===== src/rtl/sym_arb_pkg.sv =====
// sym_arb_pkg: shared state encoding, symbol width and result record for sym_arbiter
package sym_arb_pkg;
  localparam int SYM_W = 2;
  typedef enum logic [1:0] {IDLE, FLUSH, RUN, DRAIN} state_t;
  typedef struct packed {
    logic             id;
    logic [SYM_W-1:0] y;
  } res_t;
endpackage


===== src/rtl/rr_pick2.sv =====
// rr_pick2: two-way round-robin pick, the requester not served last wins a tie
module rr_pick2 (
  input  logic [1:0] req,
  input  logic       last,
  output logic       grant
);
  assign grant = &req ? ~last : req[1];
endmodule


===== src/rtl/sym_arbiter.sv =====
// sym_arbiter: bursts from two requesters share one Moore detector, flushed per burst
// Optional SYM_ARB_TIMEOUT_EN aborts a burst stalled for TIMEOUT consecutive cycles.
module sym_arbiter
  import sym_arb_pkg::*;
#(
  parameter int TIMEOUT = 16
) (
  input  logic             clk,
  input  logic             rst,
  input  logic             req0_vld,
  input  logic [SYM_W-1:0] req0_sym,
  input  logic             req0_last,
  output logic             req0_rdy,
  input  logic             req1_vld,
  input  logic [SYM_W-1:0] req1_sym,
  input  logic             req1_last,
  output logic             req1_rdy,
  output logic             det_rst,
  output logic             det_en,
  output logic [SYM_W-1:0] det_a,
  input  logic [SYM_W-1:0] det_y,
  output logic             res_vld,
  output logic             res_id,
  output logic [SYM_W-1:0] res_y,
  output logic             busy
);
  state_t state, state_nx;
  logic grant, last_grant, pick, acc, to, res_v, res_i, g_vld, g_last;
  logic [SYM_W-1:0] g_sym;
  res_t res;
  assign g_vld  = grant ? req1_vld : req0_vld;
  assign g_last = grant ? req1_last : req0_last;
  assign g_sym  = grant ? req1_sym : req0_sym;
  rr_pick2 u_pick (.req({req1_vld, req0_vld}), .last(last_grant), .grant(pick));
  always_comb begin
    state_nx = state;
    acc      = 1'b0;
    det_rst  = 1'b0;
    case (state)
      IDLE:  state_nx = (req0_vld | req1_vld) ? FLUSH : IDLE;
      FLUSH: begin
        det_rst  = 1'b1;
        state_nx = RUN;
      end
      RUN: begin
        acc      = g_vld;
        det_rst  = to;
        state_nx = (g_vld && g_last) ? DRAIN : to ? IDLE : RUN;
      end
      DRAIN: state_nx = IDLE;
      default: state_nx = IDLE;
    endcase
  end
`ifdef SYM_ARB_TIMEOUT_EN
  localparam int CW = $clog2(TIMEOUT + 1);
  logic [CW-1:0] cnt;
  assign to = state == RUN && !g_vld && cnt == CW'(TIMEOUT - 1);
  always_ff @(posedge clk or posedge rst)
    if (rst) cnt <= '0;
    else cnt <= (state == RUN && !g_vld && !to) ? cnt + 1'b1 : '0;
`else
  logic unused_timeout;
  assign unused_timeout = TIMEOUT != 0;
  assign to = 1'b0;
`endif
  // grant is frozen from IDLE until the burst ends; pointer moves only when it ends
  always_ff @(posedge clk or posedge rst)
    if (rst) begin
      state      <= IDLE;
      grant      <= 1'b0;
      last_grant <= 1'b1;
      res_v      <= 1'b0;
      res_i      <= 1'b0;
    end else begin
      state      <= state_nx;
      grant      <= state == IDLE ? pick : grant;
      last_grant <= (state == DRAIN || to) ? grant : last_grant;
      res_v      <= acc;
      res_i      <= grant;
    end
  assign res.id   = res_v & res_i;
  assign res.y    = res_v ? det_y : '0;
  assign res_vld  = res_v;
  assign res_id   = res.id;
  assign res_y    = res.y;
  assign req0_rdy = acc & ~grant;
  assign req1_rdy = acc & grant;
  assign det_en   = acc;
  assign det_a    = acc ? g_sym : '0;
  assign busy     = state != IDLE;
endmodule


===== config.mk =====
export PLATFORM = sky130hd
export DESIGN_NAME = sym_arbiter
export DESIGN_NICKNAME = d
export VERILOG_FILES = /design/src/rtl/sym_arb_pkg.sv /design/src/rtl/rr_pick2.sv /design/src/rtl/sym_arbiter.sv
export SDC_FILE = /design/constraint.sdc
export NUM_CORES = 1
export LEC_CHECK = 0
export CAP_MARGIN = 10
export CORE_AREA = 2 2 39 41
export DETAILED_ROUTE_END_ITERATION = 6
export DIE_AREA = 0 0 41 43
export PLACE_DENSITY = 0.67
export SLEW_MARGIN = 20
export SYNTH_ARGS = -nofsm -noshare
export SYNTH_HDL_FRONTEND = slang
export SYNTH_SLANG_ARGS = --single-unit

===== constraint.sdc =====
create_clock -name clk -period 2.9 [get_ports clk]
set_input_delay 0.58 -clock clk [delete_from_list [all_inputs] [get_ports clk]]
set_output_delay 0.58 -clock clk [all_outputs]
set_load 0.005 [all_outputs]

==> results.tsv, run 1 <==
metric	value	unit
Yosys reg bits	6	
Mapped Nets	48	
Setup WS pre-CTS	382	ps
Setup crit start kind	input port	
DP Area	601	um^2
Area growth syn-to-layout	74.0	%
Synth top area share	34.7	%
cell taking the most area after synthesis	dfrtp_1	
vias in the first global route	297	
Hold Buf Count CTS	0	
number of flops mapped to enable cells by yosys	0	
post-synthesis cell type count	14	
Mean Syn Cell Area	11.6	um^2
delay-heaviest family, CP	buffers and inverters	
top_reg_cell synth	dfrtp_1	
Crit Path Category	input port to output port	
critical path's largest stage delay	510	ps
DRC violations left	0	
wirelength, routed	792	um
Die H	43	um
setup_tns	0	ps
Critical Path, Cell by Cell	clkdlybuf4s50_1, and3b_1, a22o_1, clkdlybuf4s50_1	
CP max stage cell	clkdlybuf4s50_1	
Core Area	0.00138	mm^2
Max Slew Vio Count	0	
RR Endpoint	state[0]	
# port buffers	22	
postcts setup bufs	0	
Starting Density	26.0	%
Clk Latency, worst-skew pair	250	ps
slew margin rel.	82.2	%
Sw Pwr	0.160	mW
Final Cycle Share	86.6	%
combinational share of power	50.8	%
largest net degree at the start of global routing	8	
Crit path depth	4	
crit end category	output port	
Final GP Congestion	0.693	
DRT Pass-1 Iters	2	
total global-route track usage	9.80	%
Clock Skew	9.91	ps
Routed WL per cell	10.8	um
Ys Warns	0	
R2R cell count	4	
CTS tree	done	
Worst Path Max Fanout	4	
dpl hpwl	670	um
worst reg2reg setup slack	1660	ps
RSZ-0062 raised after global routing	false	
outcome	completed	
Syn Inst Count	31	
Area contributors post-synth	dfrtp_1 (35%), ha_1 (17%), dfstp_2 (7.3%)	
first-pass GRT wire length	1.18	mm
Slew @ Worst Pin	264	ps
fillers	143	
initial antenna violation count	0	
GR Overflow Total	0	
root buf cell	clkbuf_4	
CTS H-tree depth	1	
pwr dens	804	mW/mm^2
P_leak	0.287	nW
clock network power share	16.5	%
WP buf/inv	2	
CTS max path bufs	2	
Vias	318	
clock sink count	6	
layout cell share with drive strength beyond 1	14.0	%
Power Total	0.504	mW
switching part of the total	31.7	%
ant diodes	0	
setup ws final	388	ps
final antenna-violating net count	0	
Rows	14	
CP endpoint	det_a[0]	
Max-Cap Viols	0	
Max rail drop VDD	0.381	mV
DR vias/cell	4.36	
CTS resizes	0	
CTS Buf Count	3	
Clock transition at path regs	50	ps
worst min path class	input port to async pin	
Sequential Power Share	32.7	%
Seq/Total Area, Yosys	42.0	%
Die ar.	0.00176	mm^2
IO Count	23	
CP most frequent cell	clkdlybuf4s50_1	
die width	41	um
Starting DRT DRC Count	1	
FF-to-FF Start	state[0]	
fin nets	75	
WP data required	2320	ps
CP Launch Point	req0_vld	
Finished Cell Area	627	um^2
Commonest cells post-synth	dfrtp_1 (5), ha_1 (5), inv_1 (5), and2_1 (3)	
ys async rst share	100	%
Highest Clock Rate	0.398	GHz
minimum clock period	2510	ps
Final Hold Vio Count	0	
cell-internal power	0.344	mW
Cell Area, Synth	360	um^2
WP data arrival	1930	ps
count of final setup violators	0	
## area by class of cell
cell class / instances / area, um^2 / area share, %
inverters: 5 / 18.8 / 2.99
flip-flops and latches: 6 / 151 / 24.2
multi-input cells: 20 / 190 / 30.3
repair buffers: 22 / 220 / 35.1
clock buffers: 4 / 26.3 / 4.19
well taps: 16 / 20.0 / 3.19
## worst min path at each step
stage | startpoint | slack [ps] | cells after the start | endpoint
2_1_floorplan | rst | 370 | 1 | grant
3_3_place_gp | grant | 520 | 0 | res_i
3_5_place_dp | grant | 530 | 0 | res_i
4_1_cts | rst | 540 | 2 | res_i
5_1_grt | rst | 560 | 2 | res_i
6_report | rst | 540 | 2 | grant
## state kept, by name, indices dropped and copies added (netlist names)
register and count:
grant 1, last_grant 1, res_i 1, res_vld 1, state 2
## cells by family after synthesis
logic type,synth area share (%)
flops,42.0
simple gates,10.8
buf+inv,5.21
compound gates,12.8
mux,11.8
fa+ha+maj,17.4
## cell usage in the layout, fill, tap and decap left out, drive strengths merged
cell,instances
inv,5
a22o,2
and2,3
clkbuf,4
dfstp,1
o21ai,1
and3b,1
dfrtp,5
clkdlybuf4s50,22
mux2i,2
mux2,2
o41ai,1
and3,1
nor2,1
a21boi,1
ha,5
## power by group through the flow
stage	clock [mW]	combinational, mW	sequential [mW]
finish	0.0831	0.256	0.165
global route	0.0924	0.291	0.174
CTS	0.0873	0.263	0.166
detailed placement	0	0.262	0.167
global placement	0	0.254	0.165
floorplan	0	0.129	0.157
## through the flow
| stage | hold WS [ps] | cells | utilization (%) |
|---|---|---|---|
| floorplan | 370 | 31 | - |
| global placement | 522 | 69 | 43.4 |
| detailed placement | 531 | 69 | 43.4 |
| CTS | 538 | 73 | 45.3 |
| global route | 559 | 73 | 45.3 |
| finish | 535 | 73 | 45.3 |
## metal layers
metal	track usage, %	vias up	wire, um
li1	-	156	-
met1	9.51	143	299
met2	16.9	19	374
met3	7.33	0	118
met4	0	0	0
met5	0	-	0
Note: power is estimated with default switching activity, not from simulation.
==> run 2: changes to the inputs <==
Settings changed: TNS_END_PERCENT set to 5.
==> results of run 2 <==
Final layout, timing and power as in run 1 (identical DEF).
==> run 3: changes to the inputs <==
Settings changed: SLEW_MARGIN 20 to 0.
==> results of run 3 <==
Final layout, timing and power as in run 1 (identical DEF).
